==> config.mk <==
export PLATFORM = sky130hd
export DESIGN_NAME = pe_token_fifo
export DESIGN_NICKNAME = d
export VERILOG_FILES = /design/src/rtl/pe_token_fifo.sv
export SDC_FILE = /design/constraint.sdc
export NUM_CORES = 1
export LEC_CHECK = 0
export ABC_CLOCK_PERIOD_IN_PS = 2900
export BUFFER_PORTS_ARGS = -buffer_cell sky130_fd_sc_hd__buf_2
export CAP_MARGIN = 20
export CORE_MARGIN = 4
export CORE_UTILIZATION = 45
export DETAILED_ROUTE_END_ITERATION = 10
export PLACE_DENSITY = 0.65
export SETUP_SLACK_MARGIN = 0.3
export SKIP_LAST_GASP = 1
export SLEW_MARGIN = 20
export SYNTH_ARGS = -nofsm -noshare
export SYNTH_HDL_FRONTEND = slang
export SYNTH_SLANG_ARGS = --single-unit
==> constraint.sdc <==
create_clock -name clk -period 2.9 [get_ports clk]
set_clock_uncertainty 0.1 [all_clocks]
set_input_delay 0.29 -clock clk [delete_from_list [all_inputs] [get_ports clk]]
set_output_delay 0.29 -clock clk [all_outputs]
set_load 0.01 [all_outputs]
==> src/rtl/pe_token_fifo.sv <==
// pe_token_fifo: elastic token buffer for a PE-to-PE link.
// Tokens are {vbl, flag, data}. Only tokens with a non-zero vbl are stored.
// The head token falls through to out_tok, and out_tok is zero while the buffer is empty.
// in_bp is registered from the next-state occupancy, so a pop at a full edge
// reopens the slot for the following cycle.
module pe_token_fifo #(
  parameter int unsigned DATA_W = 32,
  parameter int unsigned TAG_W  = 3,
  parameter int unsigned DEPTH  = 4,
  parameter int unsigned CNT_W  = 16,
  parameter int unsigned TOK_W  = TAG_W + 1 + DATA_W
) (
  input  logic                   clk,
  input  logic                   reset,
  input  logic                   flush,
  input  logic [TOK_W-1:0]       in_tok,
  output logic                   in_bp,
  output logic [TOK_W-1:0]       out_tok,
  input  logic                   out_bp,
  output logic [$clog2(DEPTH):0] occupancy,
  output logic                   overflow_err,
  output logic [CNT_W-1:0]       tok_count
);

  localparam int unsigned PTR_W = $clog2(DEPTH);
  localparam int unsigned OCC_W = PTR_W + 1;

  logic [TOK_W-1:0] mem_q [DEPTH];
  logic [PTR_W-1:0] wr_ptr_q, wr_ptr_d;
  logic [PTR_W-1:0] rd_ptr_q, rd_ptr_d;
  logic [OCC_W-1:0] occ_q, occ_d;
  logic             in_bp_q, in_bp_d;
  logic             err_q, err_d;
  logic [CNT_W-1:0] cnt_q, cnt_d;

  logic             tok_valid;
  logic             push;
  logic             pop;
  logic [TOK_W-1:0] head;

  assign tok_valid = (in_tok[TOK_W-1 -: TAG_W] != '0);
  assign push      = tok_valid && in_bp_q && !flush;
  assign pop       = (occ_q != '0) && out_bp && !flush;
  assign head      = mem_q[rd_ptr_q];

  // Next-state for pointers, occupancy, backpressure, error and statistics
  always_comb begin
    wr_ptr_d = wr_ptr_q;
    rd_ptr_d = rd_ptr_q;
    occ_d    = occ_q;
    in_bp_d  = in_bp_q;
    err_d    = err_q;
    cnt_d    = cnt_q;
    if (flush) begin
      wr_ptr_d = '0;
      rd_ptr_d = '0;
      occ_d    = '0;
      in_bp_d  = 1'b1;
      err_d    = 1'b0;
    end else begin
      if (push) wr_ptr_d = wr_ptr_q + PTR_W'(1);
      if (pop)  rd_ptr_d = rd_ptr_q + PTR_W'(1);
      unique case ({push, pop})
        2'b10:   occ_d = occ_q + OCC_W'(1);
        2'b01:   occ_d = occ_q - OCC_W'(1);
        default: occ_d = occ_q;
      endcase
      in_bp_d = (occ_d < OCC_W'(DEPTH));
      if (tok_valid && !in_bp_q) err_d = 1'b1;
      if (pop && !head[DATA_W]) cnt_d = cnt_q + CNT_W'(1);
    end
  end

  // Control state register; reset discards stored tokens by clearing occupancy
  always_ff @(posedge clk or posedge reset) begin
    if (reset) begin
      wr_ptr_q <= '0;
      rd_ptr_q <= '0;
      occ_q    <= '0;
      in_bp_q  <= 1'b1;
      err_q    <= 1'b0;
      cnt_q    <= '0;
    end else begin
      wr_ptr_q <= wr_ptr_d;
      rd_ptr_q <= rd_ptr_d;
      occ_q    <= occ_d;
      in_bp_q  <= in_bp_d;
      err_q    <= err_d;
      cnt_q    <= cnt_d;
    end
  end

  // Token storage; contents are meaningless while occupancy says empty, so no reset
  always_ff @(posedge clk) begin
    if (push) mem_q[wr_ptr_q] <= in_tok;
  end

  assign out_tok      = (occ_q != '0) ? head : '0;
  assign in_bp        = in_bp_q;
  assign occupancy    = occ_q;
  assign overflow_err = err_q;
  assign tok_count    = cnt_q;

endmodule

Word level (Yosys, flattened, before mapping) --
Memories as Yosys holds them, arrays and structs flattened. Index checks and enable logic that the tools add are counted.
Word-level totals: memories 1, word-level logic and storage cells 44, bits in registers 25, bits in writable memories 144
Memories:
- mem_q | words 4, bits a word 36, rd ports 1, clocked after memory_dff 0, write ports 1, RTL line 28 | logic [TOK_W-1:0] mem_q [DEPTH];
Cells by class: reductions and logical operators 15, add/subtract/negate cells 5, equality and inequality tests 2, bitwise operators 1, muxes and demuxes 13, $lt $le $gt $ge 1
Operator list (number):
- $mux W36 | 1
- $add A16 B1 Y16 const B | 1
- $mux W2 | 4
- $logic_and A1 B1 Y1 | 6
- $mux W3 | 2
- $pmux W3 S2 | 1
- $reduce_bool A2 Y1 | 3
- $reduce_bool A3 Y1 | 2
- $mux W1 | 5
- $add A2 B1 Y2 const B | 2
- $add A3 B1 Y3 const B | 1
- $logic_not A1 Y1 | 3
- $lt A3 B3 Y1 const B | 1
- $sub A3 B1 Y3 const B | 1
- $eq A2 B1 Y1 const B | 1
- $eq A2 B2 Y1 const B | 1
- $reduce_and A2 Y1 | 1
- $not A1 Y1 | 1

Depth between registers and ports, before layout --
depth in word-level cells 8, depth in mapped cells 11, depth with buffers taken out 11

Worst setup path after synthesis --
Ideal clock, no wire load.
path type flip-flop to flip-flop, start reg occ_q[1], in the netlist occupancy[1], end reg occ_q[2], in the netlist occupancy[2], setup slack 0.246 ns, arrival time 2.489 ns, buffers on the path 1, stages on the path, launching flop included 11, path through dfrtp_1 nor3_1 clkbuf_1 nor2_1 ha_1 xor2_1 ha_1 a21oi_1 xnor2_1 nor3b_1 o21a_1
Between the ends: longest elaborated chain between the ends 7
Ends and longest elaborated chain:
- start, declared | RTL line 31 | logic [OCC_W-1:0] occ_q, occ_d;
- start signal, assigned | RTL line 79 | occ_q <= '0;
- start signal, assigned | RTL line 86 | occ_q <= occ_d;
- $reduce_bool A3 Y1 | RTL line 43 | assign pop = (occ_q != '0) && out_bp && !flush;
- $logic_and A1 B1 Y1 (2 in series) | RTL line 43
- $eq A2 B1 Y1 or $eq A2 B2 Y1 (tied branches) | RTL line 63 | unique case ({push, pop})
- $pmux W3 S2 * | RTL line 63
- $mux W3 * (2 in series) | RTL line 54 | if (flush) begin
- net occ_d[2] | RTL line 31
The timed path passes the listed nets; every way through them passes the cells marked *. The select of a mux whose other input is x is not followed. A chain may end at the register's enable or synchronous reset.

Worst setup path in the final report --
start reg in_bp_q, in the netlist in_bp, end reg occ_q[2], in the netlist occupancy[2]
Between the ends: longest elaborated chain between the ends 6
Ends and longest elaborated chain:
- start, declared | RTL line 32 | logic in_bp_q, in_bp_d;
- start signal, assigned | RTL line 87 | in_bp_q <= in_bp_d;
- $logic_and A1 B1 Y1 * (2 in series) | RTL line 42 | assign push = tok_valid && in_bp_q && !flush;
- $eq A2 B1 Y1 or $eq A2 B2 Y1 (tied branches) | RTL line 63
- $pmux W3 S2 * | RTL line 63
- $mux W3 * (2 in series) | RTL line 54
- net occ_d[2] | RTL line 31
Marks and branches as above.

==> impl_metrics.toml <==
[cells_and_area]
layout-area-overhead-vs-synth_pct = 25.9
nNetsFinal = 552
n_fill_cell = 1126
drive_gt1_share_pct = 35.9
num_antenna_cells = 0

[cts]
cts_tree = "built"
cts_buffers = 17
clk_pin_slew_worst_paths_ps = 70
clk_latency_ps = 420
cts_setup_buffers = 0
h-tree-depth = 4
clockRootBuffer = "clkbuf_16"
cts_buffer_depth = 2
clock-sinks = 169

[route]
drt-initial-drc-count = 162
vias_per_cell = 5.13
vias = 3589
drc = 0
antenna_left = 0
dr.pass1.iters = 4
wirelength_um = 12800
wire_per_inst_um = 18.3

[timing]
finalMaxSlewViolations = 0
fin_crit_sh_pct = 82.7
fin_setup_tns_ps = 0
timing.fmax_mhz = 417
timing.final.crit_period_ps = 2400
rsz0062_at_grt = "no"
setup_violations = 0
finalHoldViolations = 0
relSlewSlack_pct = 62.3
worst_slew_pin_slew_ps = 565

[logic_synthesis]
ys_warn_count = 0
synth_commonest_cells = "edfxtp_1, mux4_2, nor2b_1, dfrtp_1, xnor2_1"
yosys-top-cells-area = "edfxtp_1, mux4_2, dfrtp_1"
synth-main-ff-cell = "edfxtp_1"
yosysTopAreaCell = "edfxtp_1"
syn_area_per_cell_um2 = 19.1
ys_seq_area_share_pct = 73.5
synth_top_area_share_pct = 64.2
syn-num-nets = 402
ys_types = 35
async_reset_ff_share_pct = 14.8
synth_area_um2 = 6740
synth-seq-cells = 169
synth.most_common_cell = "edfxtp_1"
syn_inst = 353
synth-edff-count = 144

[worst_setup_path]
crit_buf_inv = 1
arrival_ps = 2650
crit_required_ps = 3160
start_kind = "flip-flop"
endpoint_kind = "flip-flop"
r2r-start = "in_bp$_DFF_PP1_"
slowest_stage = "dfstp_2"
r2r_end = "occupancy[2]$_DFF_PP0_"
crit_path_max_fanout = 6
worstRegToRegCells = 10
path_cells = "nand2b_1, nor2_4, inv_1, ha_1, xor2_1, ha_1, a21oi_1, xnor2_1, nor3b_1, o21a_1"
slowest_delay_ps = 550
crit_path_end = "occupancy[2]$_DFF_PP0_"
crit_start = "in_bp$_DFF_PP1_"
cpLargestDelayFamily = "simple AND/OR/NAND/NOR gates"
r2r_slack_ps = 500
path_common_cell = "ha_1"
crit_type = "flip-flop to flip-flop"
cp.depth = 10

[grt]
antenna_found_initial = 0
grt_max_degree = 39
grt_pass1_wl_um = 20100
grt_use_total_pct = 16.0
grt_pass1_vias = 3787
grt-ovfl-total = 0

[die]
fp.dieH_um = 130
coreArea_um2 = 14600
fp-row-count = 44
ioPinCount = 97
die_area_um2 = 17000
start_util_pct = 46.2
die_w_um = 130

[min_path]
hold_path_class = "input port to flip-flop"
hold_path_depth = 2

[run_status]
outcome = "complete, no violations"

[placed_design]
dpl.hpwl_um = 7720
place.gp.congestion = 0.799
port_buffers = 96

[pwr]
power_mw = 5.53
powerDensity_nw_per_um2 = 652
worst_ir_drop_vdd_uv = 413
power_leakage_nw = 3.20

[run]
maxCapViolations = 0
registers in the layout, summed over array words and instances, names as in the netlist:
| name | cells |
|---|---|
| rd_ptr_q | 2 |
| overflow_err | 1 |
| mem_q | 144 |
| in_bp | 1 |
| wr_ptr_q | 2 |
| tok_count | 16 |
| occupancy | 3 |
cells by family after synthesis:
family / count (synthesis) / synth area share [%]
AND/OR/NAND/NOR: 87 / 7.74
multiplexers: 38 / 12.3
buffers and inverters: 23 / 1.52
adder cells (fa/ha/maj): 9 / 1.67
flip-flops: 169 / 73.5
XOR/XNOR: 20 / 2.60
AO/OA/AOI/OAI: 7 / 0.631
worst register-to-register path, cell delays in order (launching register included):
cell,delay (ps)
dfstp_2,550
nand2b_1,150
nor2_4,170
inv_1,80
ha_1,230
xor2_1,170
ha_1,190
a21oi_1,150
xnor2_1,150
nor3b_1,260
o21a_1,140
power by group:
group          total [mW]  leakage [nW]  switching (mW)  internal, mW
sequential           2.84          1.66          0.0477          2.79
clock                2.17         0.273           0.907          1.27
combinational       0.518          1.27           0.269         0.250
how the worst min path moves through the flow:
stage                                      endpoint                 startpoint  slack (ps)
after detailed placement  tok_count[15]$_DFFE_PP0P_  tok_count[15]$_DFFE_PP0P_         360
after global placement    tok_count[15]$_DFFE_PP0P_  tok_count[15]$_DFFE_PP0P_         370
after global routing       occupancy[0]$_DFFE_PP0P_                      flush         100
after CTS                  occupancy[1]$_DFFE_PP0P_                      reset           9
final                      occupancy[1]$_DFFE_PP0P_                      flush         110
after floorplan            occupancy[0]$_DFFE_PP0P_                      reset         220
metal layers:
layer  vias to the layer above  wire length (um)  global-route usage (%)  part of all wire, %
met2                        75              6620                    27.2                   52
li1                       1665                 -                       -                    -
met3                        18               500                    3.48                  3.9
met4                         0               264                    6.72                  2.1
met5                         -                 0                       0                    0
met1                      1831              5390                    20.2                   42
what timing repair did:
action / in CTS / in global routing
endpoints found under the hold margin: 144 / 9
setup endpoints to repair: 0 / 5
gates resized for setup: 0 / 3
hold buffers: 36 / 1
cells in the final DEF (no fill, tap or decap), drive strengths merged, types with 2 or more instances in the layout:
master,n
nand2b,2
edfxtp,144
a21oi,3
and3,4
nor2,13
clkbuf,17
nor3,7
dlygate4sd3,37
and2,4
nand2,3
and2b,11
mux4,36
bufinv,2
nor3b,2
xor2,5
clkinv,7
ha,9
xnor2,15
clkinvlp,3
inv,11
nor2b,25
nand4,7
nand3,6
buf,109
dfrtp,24
metrics by stage:
step           cell area (um2)  hold WS [ps]  util, %  instances  setup slack [ps]
2_1_floorplan             6740           217        -        353               358
3_3_place_gp              7500           370     51.4        630               443
3_5_place_dp              7500           363     51.4        630               371
4_1_cts                   8430          9.33     57.8        698               372
5_1_grt                   8480          98.4     58.1        700               311
6_report                  8480           109     58.1        700               503
layout make-up:
cell class | instances | area, um2 | share of cell area, %
clock buffers | 17 | 425 | 5.01
clock inverters | 15 | 151 | 1.78
inverters | 8 | 30.0 | 0.354
multi-input cells | 161 | 1710 | 20.1
flip-flops and latches | 169 | 4950 | 58.4
well taps | 184 | 230 | 2.71
repair buffers | 146 | 985 | 11.6
Note: power is estimated with default switching activity, not from simulation.
